## src/rtl/fetch_unit_pkg.sv

```systemverilog
// Shared fetch-stage definitions: reset PC default, fault instruction word,
// and the layout of one buffered fetch entry {fault, pc[31:0], ins[31:0]}.
// No ports; imported by the fetch interface, FIFO and top.
package fetch_unit_pkg;

  localparam logic [31:0] FETCH_RESET_PC  = 32'h0000_0000;
  localparam logic [31:0] FETCH_FAULT_INS = 32'h0000_0000;

  // Packed MSB-first: fault at bit 64, pc at [63:32], ins at [31:0].
  typedef struct packed {
    logic        fault;
    logic [31:0] pc;
    logic [31:0] ins;
  } fetch_entry_t;

  localparam int FETCH_ENTRY_W = $bits(fetch_entry_t);

endpackage

```

## src/rtl/fetch_unit_if.sv

```systemverilog
// Fetch-stage bus bundle: imem request/response, PC redirect and decode output.
// Latency: none (wires only).
// Backpressure: imem_req_ready stalls requests, out_ready stalls decode output; responses cannot stall.
interface fetch_unit_if;

  logic        imem_req_valid;
  logic        imem_req_ready;
  logic [31:0] imem_req_addr;
  logic        imem_rsp_valid;
  logic [31:0] imem_rsp_data;
  logic        redirect_valid;
  logic [31:0] redirect_pc;
  logic        out_valid;
  logic        out_ready;
  logic [31:0] out_ins;
  logic [31:0] out_pc;
  logic [31:0] out_pc_4;
  logic        out_fault;

  // master: the fetch unit itself
  modport master (
    output imem_req_valid, imem_req_addr, out_valid, out_ins, out_pc, out_pc_4, out_fault,
    input  imem_req_ready, imem_rsp_valid, imem_rsp_data, redirect_valid, redirect_pc, out_ready
  );

  // slave: imem, redirect source and decoder seen from outside
  modport slave (
    input  imem_req_valid, imem_req_addr, out_valid, out_ins, out_pc, out_pc_4, out_fault,
    output imem_req_ready, imem_rsp_valid, imem_rsp_data, redirect_valid, redirect_pc, out_ready
  );

endinterface

```

## src/rtl/fetch_unit_fifo.sv

```systemverilog
// Synchronous FIFO of fetch entries; ports push/pop/flush in, dat/full/empty/count out.
// Latency: 1 cycle push-to-visible; head read combinationally.
// Backpressure: none internally; flush dominates push and pop, push+pop allowed when full.
module fetch_unit_fifo #(
  parameter int WIDTH = 65,
  parameter int DEPTH = 2
) (
  input  logic                       clk,
  input  logic                       rst_n,
  input  logic                       push_i,
  input  logic                       pop_i,
  input  logic                       flush_i,
  input  logic [WIDTH-1:0]           dat_i,
  output logic [WIDTH-1:0]           dat_o,
  output logic                       full_o,
  output logic                       empty_o,
  output logic [$clog2(DEPTH+1)-1:0] count_o
);

  localparam int AW = $clog2(DEPTH);
  localparam int CW = $clog2(DEPTH+1);

  logic [WIDTH-1:0] mem_q [DEPTH];
  logic [AW-1:0]    wr_ptr_q, rd_ptr_q;
  logic [CW-1:0]    count_q;
  logic             do_push, do_pop;

  assign empty_o = (count_q == '0);
  assign full_o  = (count_q == CW'(DEPTH));
  assign count_o = count_q;
  assign dat_o   = mem_q[rd_ptr_q];

  assign do_pop  = pop_i && !empty_o;
  // A push into a full FIFO only lands if the head leaves in the same cycle.
  assign do_push = push_i && (!full_o || do_pop);

  // DEPTH is a power of two, so the pointers wrap by plain overflow.
  always_ff @(posedge clk or negedge rst_n) begin
    if (!rst_n) begin
      wr_ptr_q <= '0;
      rd_ptr_q <= '0;
      count_q  <= '0;
    end else if (flush_i) begin
      wr_ptr_q <= '0;
      rd_ptr_q <= '0;
      count_q  <= '0;
    end else begin
      if (do_push) wr_ptr_q <= wr_ptr_q + AW'(1);
      if (do_pop)  rd_ptr_q <= rd_ptr_q + AW'(1);
      if (do_push && !do_pop)      count_q <= count_q + CW'(1);
      else if (do_pop && !do_push) count_q <= count_q - CW'(1);
    end
  end

  always_ff @(posedge clk) begin
    if (do_push && !flush_i) mem_q[wr_ptr_q] <= dat_i;
  end

  overflow_chk: assert property (@(posedge clk) disable iff (!rst_n)
    !(push_i && full_o && !pop_i && !flush_i));

endmodule

```

## src/rtl/fetch_unit.sv

```systemverilog
// Instruction fetch: owns the PC, issues in-order imem reads, buffers responses for decode.
// Latency: accept in N, response in N+k, out_valid in N+k+1. Ports: clk, rst_n, bus (master).
// Backpressure: outstanding+buffered capped at DEPTH, so out_ready=0 stops requests; redirect flushes.
module fetch_unit
  import fetch_unit_pkg::*;
#(
  parameter logic [31:0] RESET_PC = FETCH_RESET_PC,
  parameter int          DEPTH    = 2            // power of two, >= 2
) (
  input  logic         clk,
  input  logic         rst_n,
  fetch_unit_if.master bus
);

  localparam int            CW      = $clog2(DEPTH+1);
  localparam int            IW      = CW + 1;
  localparam logic [CW-1:0] DEPTH_C = CW'(DEPTH);

  logic [31:0]   pc_q, pc_d;
  logic [31:0]   rsp_pc_q, rsp_pc_d;     // PC belonging to the next kept response
  logic [CW-1:0] outst_q, outst_d;
  logic [CW-1:0] drop_q, drop_d;
  logic          halted_q, halted_d;
  logic          fpend_q, fpend_d;       // misaligned fault waiting for stale responses

  logic [CW-1:0] fifo_cnt;
  logic          fifo_full, fifo_empty;
  fetch_entry_t  push_dat, fifo_head, head;
  logic          push, pop, accept, rsp, misaligned;
  logic [IW-1:0] inflight;

  assign inflight   = {1'b0, outst_q} + {1'b0, fifo_cnt};
  assign misaligned = (bus.redirect_pc[1:0] != 2'b00);

  // rst_n gates valid so the request line is low for the whole reset window.
  assign bus.imem_req_valid = rst_n && !halted_q && !bus.redirect_valid && (inflight < IW'(DEPTH));
  assign bus.imem_req_addr  = pc_q;
  assign accept             = bus.imem_req_valid && bus.imem_req_ready;
  // A response with nothing outstanding belongs to a fetch issued before reset.
  assign rsp                = bus.imem_rsp_valid && (outst_q != '0);
  assign pop                = !fifo_empty && bus.out_ready && !bus.redirect_valid;

  always_comb begin
    pc_d     = pc_q;
    rsp_pc_d = rsp_pc_q;
    outst_d  = outst_q;
    drop_d   = drop_q;
    halted_d = halted_q;
    fpend_d  = fpend_q;
    push     = 1'b0;
    push_dat = '0;

    if (accept && !rsp && outst_q != DEPTH_C) outst_d = outst_q + CW'(1);
    else if (!accept && rsp)                  outst_d = outst_q - CW'(1);

    if (bus.redirect_valid) begin
      pc_d     = bus.redirect_pc;
      rsp_pc_d = bus.redirect_pc;
      // Everything still in flight is stale, including a response arriving now.
      drop_d   = rsp ? outst_q - CW'(1) : outst_q;
      halted_d = misaligned;
      fpend_d  = misaligned;
    end else begin
      if (accept) pc_d = pc_q + 32'd4;
      if (rsp) begin
        if (drop_q != '0) begin
          drop_d = drop_q - CW'(1);
        end else begin
          push         = 1'b1;
          push_dat.ins = bus.imem_rsp_data;
          push_dat.pc  = rsp_pc_q;
          rsp_pc_d     = rsp_pc_q + 32'd4;
        end
      end else if (fpend_q && drop_q == '0) begin
        // Halted, so no kept response can compete with the fault entry.
        push           = 1'b1;
        push_dat.fault = 1'b1;
        push_dat.pc    = rsp_pc_q;
        push_dat.ins   = FETCH_FAULT_INS;
        fpend_d        = 1'b0;
      end
    end
  end

  always_ff @(posedge clk or negedge rst_n) begin
    if (!rst_n) begin
      pc_q     <= RESET_PC;
      rsp_pc_q <= RESET_PC;
      outst_q  <= '0;
      drop_q   <= '0;
      halted_q <= 1'b0;
      fpend_q  <= 1'b0;
    end else begin
      pc_q     <= pc_d;
      rsp_pc_q <= rsp_pc_d;
      outst_q  <= outst_d;
      drop_q   <= drop_d;
      halted_q <= halted_d;
      fpend_q  <= fpend_d;
    end
  end

  fetch_unit_fifo #(
    .WIDTH (FETCH_ENTRY_W),
    .DEPTH (DEPTH)
  ) u_fifo (
    .clk     (clk),
    .rst_n   (rst_n),
    .push_i  (push),
    .pop_i   (pop),
    .flush_i (bus.redirect_valid),
    .dat_i   (push_dat),
    .dat_o   (fifo_head),
    .full_o  (fifo_full),
    .empty_o (fifo_empty),
    .count_o (fifo_cnt)
  );

  // Zero the outputs when empty so idle/reset values are well defined.
  assign head          = fifo_empty ? '0 : fifo_head;
  assign bus.out_valid = !fifo_empty;
  assign bus.out_ins   = head.ins;
  assign bus.out_pc    = head.pc;
  assign bus.out_pc_4  = head.pc + 32'd4;
  assign bus.out_fault = head.fault;

  full_no_req: assert property (@(posedge clk) disable iff (!rst_n)
    fifo_full |-> !bus.imem_req_valid);

endmodule

```

## src/flat_wrapper.sv

```systemverilog
// flat-port wrapper written by rule: the top's interface ports become plain ports
module fetch_unit_flat import fetch_unit_pkg::*;
#(
  parameter logic [31:0] RESET_PC = FETCH_RESET_PC,
  parameter int          DEPTH    = 2                                 
)
  (clk, rst_n, bus_imem_req_valid, bus_imem_req_addr, bus_out_valid, bus_out_ins, bus_out_pc, bus_out_pc_4, bus_out_fault, bus_imem_req_ready, bus_imem_rsp_valid, bus_imem_rsp_data, bus_redirect_valid, bus_redirect_pc, bus_out_ready);
  fetch_unit_if bus_i ();
  input  logic clk;
  input  logic rst_n;
  output wire logic [$bits(bus_i.imem_req_valid)-1:0] bus_imem_req_valid;
  output wire logic [$bits(bus_i.imem_req_addr)-1:0] bus_imem_req_addr;
  output wire logic [$bits(bus_i.out_valid)-1:0] bus_out_valid;
  output wire logic [$bits(bus_i.out_ins)-1:0] bus_out_ins;
  output wire logic [$bits(bus_i.out_pc)-1:0] bus_out_pc;
  output wire logic [$bits(bus_i.out_pc_4)-1:0] bus_out_pc_4;
  output wire logic [$bits(bus_i.out_fault)-1:0] bus_out_fault;
  input wire logic [$bits(bus_i.imem_req_ready)-1:0] bus_imem_req_ready;
  input wire logic [$bits(bus_i.imem_rsp_valid)-1:0] bus_imem_rsp_valid;
  input wire logic [$bits(bus_i.imem_rsp_data)-1:0] bus_imem_rsp_data;
  input wire logic [$bits(bus_i.redirect_valid)-1:0] bus_redirect_valid;
  input wire logic [$bits(bus_i.redirect_pc)-1:0] bus_redirect_pc;
  input wire logic [$bits(bus_i.out_ready)-1:0] bus_out_ready;
  assign bus_imem_req_valid = bus_i.imem_req_valid;
  assign bus_imem_req_addr = bus_i.imem_req_addr;
  assign bus_out_valid = bus_i.out_valid;
  assign bus_out_ins = bus_i.out_ins;
  assign bus_out_pc = bus_i.out_pc;
  assign bus_out_pc_4 = bus_i.out_pc_4;
  assign bus_out_fault = bus_i.out_fault;
  assign bus_i.imem_req_ready = bus_imem_req_ready;
  assign bus_i.imem_rsp_valid = bus_imem_rsp_valid;
  assign bus_i.imem_rsp_data = bus_imem_rsp_data;
  assign bus_i.redirect_valid = bus_redirect_valid;
  assign bus_i.redirect_pc = bus_redirect_pc;
  assign bus_i.out_ready = bus_out_ready;
  fetch_unit #(.RESET_PC(RESET_PC), .DEPTH(DEPTH)) u_core (.clk(clk), .rst_n(rst_n), .bus(bus_i));
endmodule
```

## config.mk

```make
export PLATFORM = sky130hd
export DESIGN_NAME = fetch_unit_flat
export DESIGN_NICKNAME = d
export VERILOG_FILES = /design/src/rtl/fetch_unit_pkg.sv /design/src/rtl/fetch_unit_if.sv /design/src/rtl/fetch_unit_fifo.sv /design/src/rtl/fetch_unit.sv /design/src/flat_wrapper.sv
export SDC_FILE = /design/constraint.sdc
export NUM_CORES = 1
export LEC_CHECK = 0
export CAP_MARGIN = 30
export CORE_UTILIZATION = 45
export DETAILED_ROUTE_END_ITERATION = 10
export GPL_TIMING_DRIVEN = 0
export PLACE_DENSITY_LB_ADDON = 0.12
export REMOVE_ABC_BUFFERS = 1
export SLEW_MARGIN = 10
export SYNTH_ARGS = -nofsm -noshare
export SYNTH_HDL_FRONTEND = slang
export SYNTH_SLANG_ARGS = --single-unit
```

## constraint.sdc

```tcl
create_clock -name clk -period 13.2 [get_ports clk]
set_input_delay 2.64 -clock clk [delete_from_list [all_inputs] [get_ports clk]]
set_output_delay 2.64 -clock clk [all_outputs]
set_load 0.02 [all_outputs]
```

==> results of run 1 <==
[registers in the layout, summed over array words and instances (netlist names)]
signal                    count
u_core.u_fifo.rd_ptr_q        1
u_core.bus.imem_req_addr     32
u_core.drop_q                 2
u_core.rsp_pc_q              32
u_core.u_fifo.mem_q         130
u_core.u_fifo.wr_ptr_q        1
u_core.halted_q               1
u_core.u_fifo.count_o         2
u_core.fpend_q                1
u_core.outst_q                2
[Yosys cell counts (3+ instances only)]
library cell  instances
edfxtp_1            130
ha_1                  6
xor2_1               38
a21oi_1              13
and2_1               41
nor2_1               90
a211oi_2              4
nand2_1              74
and3_1               45
dfrtp_1              74
xnor2_1              23
a31oi_1               6
a211oi_1              3
nor2b_1               3
nand4_2               3
clkbuf_1             32
buf_2                18
mux2i_1              66
buf_4                 5
nor4_1                8
nand3b_1              7
inv_1                23
nor3_1               20
and4_1                9
o211ai_1             10
o21ai_0              66
o31a_1                3
nor4_2                3
nand4_1              22
o311ai_0              9
nand3_1              43
a41oi_1               5
or4_1                 6
[per-layer routing]
layer / GRT usage / part of all wire / vias to the layer above
li1: - / - / 3775
met1: 0.2941 / 0.47 / 3674
met2: 0.3366 / 0.45 / 242
met3: 0.02931 / 0.054 / 33
met4: 0.05524 / 0.019 / 0
met5: 0 / 0 / -
[cell families after synthesis]
logic type / synth area share
compound gates: 0.07784
xor+xnor: 0.05153
fa+ha+maj: 0.009172
buf+inv: 0.03814
flops: 0.5552
mux: 0.06589
simple gates: 0.2023
[stage by stage]
| step | hold WS (ns) | util | area (µm²) | cells |
|---|---|---|---|---|
| floorplan | 0.4602 | - | 10060 | 879 |
| global placement | 0.4829 | 0.5484 | 12420 | 1364 |
| detailed placement | 0.4891 | 0.5616 | 12710 | 1376 |
| CTS | 0.5014 | 0.5919 | 13400 | 1418 |
| global route | 0.5219 | 0.5919 | 13400 | 1418 |
| finish | 0.4957 | 0.5919 | 13400 | 1418 |
[worst max path at each step]
stage                                start                         end  slack [ns]  cells after the start
global route                         rst_n          bus_imem_req_valid        5.87                      5
CTS                                  rst_n          bus_imem_req_valid        5.97                      5
global placement        bus_redirect_valid  u_core.u_fifo.mem_q[0][31]        1.94                      4
floorplan           u_core.u_fifo.rd_ptr_q            bus_out_pc_4[22]        5.94                      7
detailed placement                   rst_n          bus_imem_req_valid        5.97                      5
finish                               rst_n          bus_imem_req_valid        6.06                      5
[report_power, final]
group | internal (mW) | total [mW] | switching (mW)
combinational | 0.296 | 0.672 | 0.376
clock | 0.341 | 0.587 | 0.246
sequential | 0.777 | 0.837 | 0.0604
total | 1.41 | 2.10 | 0.683
[critical path, cell delays in order]
cell and delay [ns]:
buf_4 0.36, buf_16 0.28, nor4b_2 0.39, and2_1 0.21, clkdlybuf4s50_1 0.60
[area by class of cell]
class / instances / area share
multi-input combinational: 652 / 0.3172
inverter: 23 / 0.006443
timing repair buffer: 212 / 0.1688
clock buffer: 31 / 0.04519
tap: 285 / 0.02661
clock inverter: 11 / 0.005976
sequential: 204 / 0.4298
==> metrics.cfg, run 1 <==
[die]
ios = 201
start_util = 0.4579
core.rowCount = 55
die-area_um2 = 23650
fp.dieW_um = 153.8
die_h_um = 153.8
core_area_um2 = 22640

[placement]
place_congestion = 0.8248
hpwl_um = 16880
dp_slack_ns = 5.969
io_buffers = 200

[critical_path]
worstPathMaxFanout = 49
end_kind = output port
crit_path_start_kind = input port
worstReg2RegStart = u_core.outst_q[1]
criticalPathCategory = input port to output port
r2r-end = u_core.u_fifo.mem_q[0][8]
arrival_ns = 4.50
worstPathRequired_ns = 10.56
rrSetupSlack_ns = 9.58
worstRegToRegCells = 8

[sta]
max_slew.worst_pin.slew_ns = 0.8563
setup_viol = 0
slew_viol_final = 0
hold_viol_final = 0
tns_ns = 0
fin_ws_ns = 6.055
max_slew_margin = 0.4285
fmax_ghz = 0.1400
min_period_over_period = 0.5413
clock_skew_ns = 0.01607
rsz0062_at_grt = false
fin_crit_ns = 7.145

[logic_synthesis]
synth_top_cell_by_area = edfxtp_1
synth.top_cell.area_share = 0.3765
syn_area_per_cell_um2 = 11.04
ys_ff_latch = 204
syn_area_um2 = 10370
synth-async-reset-ratio = 0.3627
netlist_top_cells_area = edfxtp_1, dfrtp_1, mux2i_1
synth_warnings = 0
synth-edff-count = 130
yosys_most_used_dff = edfxtp_1
netlist_instances = 939
synth-seq-area-share = 0.5552
synth_cell_types = 55

[routing]
avgViaCountPerCell = 5.447
drc_errors = 0
ant_nets = 0
num_vias = 7724
detailedRoute.firstPassIterationCount = 7
wl_per_cell_um = 17.21
routed_wl_um = 24410
drtIter0Drc = 419

[hold_path]
whs_path_depth = 1
holdPathEnd = u_core.outst_q[0]
hp-start = u_core.outst_q[0]
hp-class = flop to flop

[clock_network]
cts.sinks = 204
clk_latency_ns = 0.51
cts_made_buffers = 23
cts_root_buf = clkbuf_16
path_clk_slew_ns = 0.06
h-tree-depth = 1
cts_setup_buffers = 0
cts_tree = built
cts_resized = 0
cts_buffer_depth = 3
cts_hold_buf = 0

[global_routing]
grt_usage = 0.2081
grt_pass1_wl_um = 39520
first_global_vias = 7518
grt_max_degree = 52
grt_overflow_total = 0
grt_antenna_before_repair = 0

[power_and_ir_drop]
p_leak_nw = 4.900
vdd_drop_max_mv = 0.08389
p_per_area_nw_per_um2 = 156.5
finalPower_mw = 2.097

[cells_and_area]
drive_above_1_share = 0.06620
final_common_cell = clkdlybuf4s50_1
layout_common_cells = clkdlybuf4s50_1, edfxtp_1, nor2_1, nand2_1, dfrtp_1
multiInputGateArea_um2 = 4250
fillCellCount = 1901
syn2layout_area_growth_pct = 29.25
regArea_um2 = 5759
fin_nets = 1193
antenna_cells = 0

[status]
outcome = complete, no violations

[run]
drv_cap = 0

Power figures use the tool's default switching activity.
==> inputs of run 2 (changes only) <==
==> constraint.sdc (replaced) <==
create_clock -name clk -period 7.4 [get_ports clk]
set_input_delay 1.48 -clock clk [delete_from_list [all_inputs] [get_ports clk]]
set_output_delay 1.48 -clock clk [all_outputs]
set_load 0.02 [all_outputs]
==> results of run 2 <==
The final DEF is identical to that of run 1. Status: complete, no violations.
Among the figures that moved: setup slack after placement 5.969 ns -> 2.461 ns; setup slack after layout 6.055 ns -> 2.140 ns; start point of the critical path rst_n -> u_core.u_fifo.count_o[0]; end point of the critical path bus_imem_req_valid -> bus_out_pc_4[14]; register-to-register setup slack 9.58 ns -> 3.78 ns; total power 2.097 mW -> 3.740 mW; worst IR drop on VDD 0.08389 mV -> 0.1496 mV
